--- src/rtl/fir_pkg.sv ---
// Shared widths, limits and types for the FIR output path.
// Used by fir_decimator and fir_dec_fifo2.
package fir_pkg;

  localparam int FIR_OUT_W = 11;
  localparam int DEC_OUT_W = 8;

  localparam int DEC_SAT_MAX = (1 << (DEC_OUT_W - 1)) - 1;
  localparam int DEC_SAT_MIN = -(1 << (DEC_OUT_W - 1));

  typedef logic signed [DEC_OUT_W-1:0] sat_t;

endpackage

--- src/rtl/fir_dec_fifo2.sv ---
// Two-entry ready/valid FIFO for decimated results.
// Ports: clk, reset (sync, high), i_push/i_data in,
//   o_valid/i_ready/o_data out, o_push_drop = push lost to a full buffer.
module fir_dec_fifo2
  import fir_pkg::*;
#(
  parameter int W = DEC_OUT_W
) (
  input  logic         clk,
  input  logic         reset,
  input  logic         i_push,
  input  logic [W-1:0] i_data,
  output logic         o_valid,
  input  logic         i_ready,
  output logic [W-1:0] o_data,
  output logic         o_push_drop
);

  logic [1:0]   r_cnt;
  logic [W-1:0] r_m0;
  logic [W-1:0] r_m1;
  logic         w_pop;

  assign o_valid     = (r_cnt != 2'd0);
  assign o_data      = r_m0;
  assign w_pop       = o_valid && i_ready;
  // a pop in the same cycle frees the slot, so only a stalled full FIFO drops
  assign o_push_drop = i_push && (r_cnt == 2'd2) && !w_pop;

  always_ff @(posedge clk) begin
    if (reset) begin
      r_cnt <= 2'd0;
      r_m0  <= '0;
      r_m1  <= '0;
    end else begin
      unique case (1'b1)
        (i_push && w_pop): begin
          if (r_cnt == 2'd2) begin
            r_m0 <= r_m1;
            r_m1 <= i_data;
          end else begin
            r_m0 <= i_data;
          end
        end
        (i_push && !w_pop): begin
          if (r_cnt == 2'd0) begin
            r_m0  <= i_data;
            r_cnt <= 2'd1;
          end else if (r_cnt == 2'd1) begin
            r_m1  <= i_data;
            r_cnt <= 2'd2;
          end
        end
        (!i_push && w_pop): begin
          r_m0  <= r_m1;
          r_cnt <= r_cnt - 2'd1;
        end
        default: ;
      endcase
    end
  end

endmodule

--- src/rtl/fir_decimator.sv ---
// Accumulate-and-dump decimator with saturation and a 2-entry output buffer.
// Ports: clk, reset (sync, high); s_tvalid/s_tdata input stream; i_clr
//   restarts the phase; m_tvalid/m_tready/m_tdata output; o_overflow sticky.
// Optional macro FIR_DEC_ROUND_EN: round half up instead of floor.
module fir_decimator
  import fir_pkg::*;
#(
  parameter int DECIM_LOG2 = 2,
  parameter int IN_W       = FIR_OUT_W,
  parameter int OUT_W      = DEC_OUT_W
) (
  input  logic             clk,
  input  logic             reset,
  input  logic             s_tvalid,
  input  logic [IN_W-1:0]  s_tdata,
  input  logic             i_clr,
  output logic             m_tvalid,
  input  logic             m_tready,
  output logic [OUT_W-1:0] m_tdata,
  output logic             o_overflow
);

  localparam int AW   = IN_W + DECIM_LOG2;
  localparam int PH_W = (DECIM_LOG2 > 0) ? DECIM_LOG2 : 1;

  localparam logic [PH_W-1:0] PH_LAST =
    PH_W'((1 << DECIM_LOG2) - 1);
  localparam logic signed [AW:0] L_MAX =
    (AW+1)'((1 << (OUT_W - 1)) - 1);
  localparam logic signed [AW:0] L_MIN =
    (AW+1)'(-(1 << (OUT_W - 1)));

  logic [PH_W-1:0]   r_ph;
  logic [AW-1:0]     r_acc;
  logic              r_ovf;

  logic signed [AW:0] w_base;
  logic signed [AW:0] w_in;
  logic signed [AW:0] w_sum;
  logic signed [AW:0] w_rsum;
  logic signed [AW:0] w_shr;
  logic [OUT_W-1:0]   w_res;
  logic               w_dump;
  logic               w_push;
  logic               w_drop;

  // phase 0 starts a new block: ignore the old accumulator
  assign w_base = (r_ph == '0) ? '0 : {r_acc[AW-1], r_acc};
  assign w_in   = {{(DECIM_LOG2 + 1){s_tdata[IN_W-1]}}, s_tdata};
  assign w_sum  = w_base + w_in;

`ifdef FIR_DEC_ROUND_EN
  if (DECIM_LOG2 > 0) begin : g_rnd
    assign w_rsum = w_sum + (AW+1)'(1 << (DECIM_LOG2 - 1));
  end else begin : g_nornd
    assign w_rsum = w_sum;
  end
`else
  assign w_rsum = w_sum;
`endif

  assign w_shr  = w_rsum >>> DECIM_LOG2;
  assign w_dump = (r_ph == PH_LAST);
  assign w_push = s_tvalid && !i_clr && w_dump;

  always_comb begin
    w_res = w_shr[OUT_W-1:0];
    unique case (1'b1)
      (w_shr > L_MAX): w_res = L_MAX[OUT_W-1:0];
      (w_shr < L_MIN): w_res = L_MIN[OUT_W-1:0];
      default:         w_res = w_shr[OUT_W-1:0];
    endcase
  end

  always_ff @(posedge clk) begin
    if (reset) begin
      r_ph  <= '0;
      r_acc <= '0;
      r_ovf <= 1'b0;
    end else begin
      if (w_drop) r_ovf <= 1'b1;
      if (i_clr) begin
        r_ph  <= '0;
        r_acc <= '0;
      end else if (s_tvalid) begin
        r_acc <= w_sum[AW-1:0];
        r_ph  <= w_dump ? '0 : r_ph + 1'b1;
      end
    end
  end

  assign o_overflow = r_ovf;

  fir_dec_fifo2 #(.W(OUT_W)) u_fifo (
    .clk         (clk),
    .reset       (reset),
    .i_push      (w_push),
    .i_data      (w_res),
    .o_valid     (m_tvalid),
    .i_ready     (m_tready),
    .o_data      (m_tdata),
    .o_push_drop (w_drop)
  );

endmodule

--- config.mk ---
export PLATFORM = sky130hd
export DESIGN_NAME = fir_decimator
export DESIGN_NICKNAME = d
export VERILOG_FILES = /design/src/rtl/fir_pkg.sv /design/src/rtl/fir_dec_fifo2.sv /design/src/rtl/fir_decimator.sv
export SDC_FILE = /design/constraint.sdc
export NUM_CORES = 1
export LEC_CHECK = 0
export BUFFER_PORTS_ARGS = -buffer_cell sky130_fd_sc_hd__buf_4
export CORE_UTILIZATION = 50
export CTS_CLUSTER_DIAMETER = 40
export DETAILED_ROUTE_END_ITERATION = 8
export GPL_TIMING_DRIVEN = 0
export MAX_ROUTING_LAYER = met4
export PLACE_DENSITY = 0.8
export SLEW_MARGIN = 20
export SYNTH_ARGS = -nofsm -noshare
export SYNTH_HDL_FRONTEND = slang
export SYNTH_SLANG_ARGS = --single-unit
--- constraint.sdc ---
create_clock -name clk -period 3.97 [get_ports clk]
set_clock_uncertainty 0.1 [all_clocks]
set_input_delay 0.1985 -clock clk [delete_from_list [all_inputs] [get_ports clk]]
set_output_delay 0.1985 -clock clk [all_outputs]
set_load 0.05 [all_outputs]
==> results.txt <==
Vias in the first global route: 1939
Yosys top cell area share: 30.1%
Largest net degree at the start of global routing: 13
Yosys warns: 0
Fmax: 278 MHz
Die height: 69.3 um
Post-Syn Area per Cell: 8.51 um^2
Per-cell routed wire length: 14.4 um
Leak: 1.09 nW
Synth Flop Type: dfxtp_1
Inserted Clock Buffers: 5
Setup TNS: 0 ns
First-pass GRT wire length: 8.69 mm
Hold/Removal Path Class: primary input to flip-flop
Post-route minimum period: 3.60 ns
Synth area leaders: dfxtp_1 (30%), ha_1 (12%), nor2_1 (7.5%)
Share of cells above drive strength 1: 16.4%
Routed via count: 2011
Total GRT Usage: 22.7%
CP peak stage delay: 0.40 ns
RSZ-0062 raised after global routing: false
Syn Inst Count: 266
Clock tree buffer depth: 2
Setup-failing EPs final: 0
Initial antenna violation count: 0
Clk sink count: 34
Final Util: 61.2%
Outcome: completed
Sequence of cells on the critical path: inv_1 > ha_2 > nor2b_1 > ha_1 > inv_1 > fa_1 > nand2b_1 > a21oi_1 > o21a_1 > a221oi_2 > xor2_1 > o31ai_4 > buf_6 > a32oi_1 > a211oi_1
Layout Nets: 335
Sequential area share after synthesis: 30.1%
H-Tree Depth: 2
Area Overhead vs Synth: 17.7%
CP max stage cell: fa_1
Pre-antenna DRT Iters: 4
Cell area power density: 451 nW/um^2
Clock Pin Slew Worst Setup and Hold Paths: 0.08 ns
Final Non-Filler Cells: 350
Core area: 4350 um^2
Initial detailed-routing violation count: 192
Dpl hpwl: 3.70 mm
Port Buffer Count: 24
Slew @ Worst Pin: 0.737 ns
Number of synthesized flops with an enable pin: 0
Hold_buf cts: 0
Initial Util: 52.0%
Die width: 69.3 um
Root buf cell: clkbuf_8
Placed Instances: 342
Vias per cell: 5.75
Max VDD drop: 0.000276 V
Async S/R FF share, synth: 0%
Kind of critical path: flip-flop to flip-flop
Syn_nets: 304
Final ANT Viol Nets: 0
R2R setup slack: 0.37 ns
Final Power: 1.20 mW
Synth cell types: 48
Most frequent cell on the critical path: inv_1
# DRC: 0
Final period utilization: 90.6%
Gpl congestion: 0.926
Pins Over Slew Limit: 0
Worst-path maximum fanout: 13
Req. time, crit path: 4.09 ns
Hold slack: 0.148 ns
Final Hold Viols: 0
Skew-Pair Late Insertion Delay: 0.30 ns
Critical Path Source Type: flip-flop
Flops & latches, synth: 34
Slew headroom: 49.5%
MaxCap Viol Count: 0
Gr ovfl total: 0
Endpoint class of the critical path: flip-flop
Row count: 24
IO Pins: 26
Die area: 4800 um^2
Post-Route WL: 5.04 mm
Area leader, netlist: dfxtp_1
CTS tree: done
Post-Synthesis Cell Area: 2260 um^2
CP arrival: 3.71 ns
ANT cells: 0
[layout by cell type (no fill, tap or decap), drive strengths merged, types with 2 or more instances in the layout]
cell type  netlist  final
a211oi          17     17
a21boi           2      2
a21oi           16     16
a221oi           4      4
a31oi            3      3
a32oi            7      7
buf              3     28
bufinv           0      2
clkbuf           5      9
clkinv           1      2
dfxtp           34     34
ha              21     21
inv             14     14
mux2i           16     16
nand2           15     15
nand2b           5      5
nand3            4      4
nor2            46     46
nor2b           14     14
nor3             4      4
o211ai           4      4
o21a             2      2
o21ai            4      4
o22ai            2      2
o31ai            3      3
xnor2            7      7
xor2             2      2
[final timing paths]
| kind | cells past startpoint | end | start |
|---|---|---|---|
| max reg2reg | 15 | u_fifo.o_data[3] | r_ph[0] |
| max | 15 | u_fifo.o_data[3] | r_ph[0] |
| min | 3 | r_acc[2] | s_tvalid |
| min reg2reg | 2 | r_acc[12] | r_acc[12] |
[report_power, final]
part	internal [mW]	leakage [nW]	total, mW	switching (mW)
clock	0.252	0.0683	0.396	0.144
sequential	0.377	0.277	0.397	0.0195
combinational	0.141	0.747	0.409	0.268
[layer usage]
metal	track usage (%)	routed length, um	up-vias
li1	-	-	1022
met1	29.5	2390	946
met2	35.7	2420	37
met3	4.94	173	6
met4	6.12	56	0
met5	-	0	-
[cell usage after synthesis, drive strengths merged (2+ instances only)]
master  number
nand2       15
mux2i       16
inv         14
a31oi        3
ha          21
o22ai        2
a21boi       2
nand3        4
nor2        46
buf          3
xnor2        7
o211ai       4
a21oi       16
clkbuf       5
nor3         4
o31ai        3
nor2b       14
o21ai        4
a32oi        7
dfxtp       34
a221oi       4
xor2         2
a211oi      17
o21a         2
nand2b       5
[state kept, by name (all words and copies together) (netlist names)]
| register | flops |
|---|---|
| r_acc | 13 |
| r_ph | 2 |
| o_overflow | 1 |
| u_fifo.o_data | 8 |
| u_fifo.r_cnt | 2 |
| u_fifo.r_m1 | 8 |
[logic make-up after synthesis]
group / count (synthesis) / share of synthesized area (%)
adder cells (fa/ha/maj): 22 / 12.5
AND/OR/NAND/NOR: 93 / 19.5
multiplexers: 17 / 7.57
AO/OA/AOI/OAI: 68 / 22.7
XOR/XNOR: 9 / 3.48
buffers and inverters: 23 / 4.20
flip-flops: 34 / 30.1
[layout make-up]
class,count,area [um^2]
timing repair buffer,25,188
clock buffer,5,68.8
tap,52,65.1
inverter,15,56.3
fill,371,1690
sequential,34,681
multi-input combinational,209,1500
buffer,7,35.0
clock inverter,3,68.8
[worst max-delay path: cells and delay by family, from the launching register on]
kind                       cells  cell delay (ns)
and+or+nand+nor                2             0.33
DFF                            1             0.38
buffers and inverters          3             0.31
adders and majority gates      3             0.87
AOI/OAI and AO/OA              6             1.32
xor gates and xnor gates       1             0.21
[through the flow]
step,setup slack (ns),cell area (um^2)
finish,0.375,2670
global route,0.105,2670
CTS,0.0616,2650
detailed placement,0.0611,2510
global placement,0.0976,2510
floorplan,0.705,2260
[timing repair]
action / in CTS / in global routing
buffers inserted: 0 / 1
resized for setup: 1 / 2
cloned: 0 / 0
setup endpoints to repair: 3 / 14
pin swaps: 0 / 1
(Power assumes the default switching activity.)
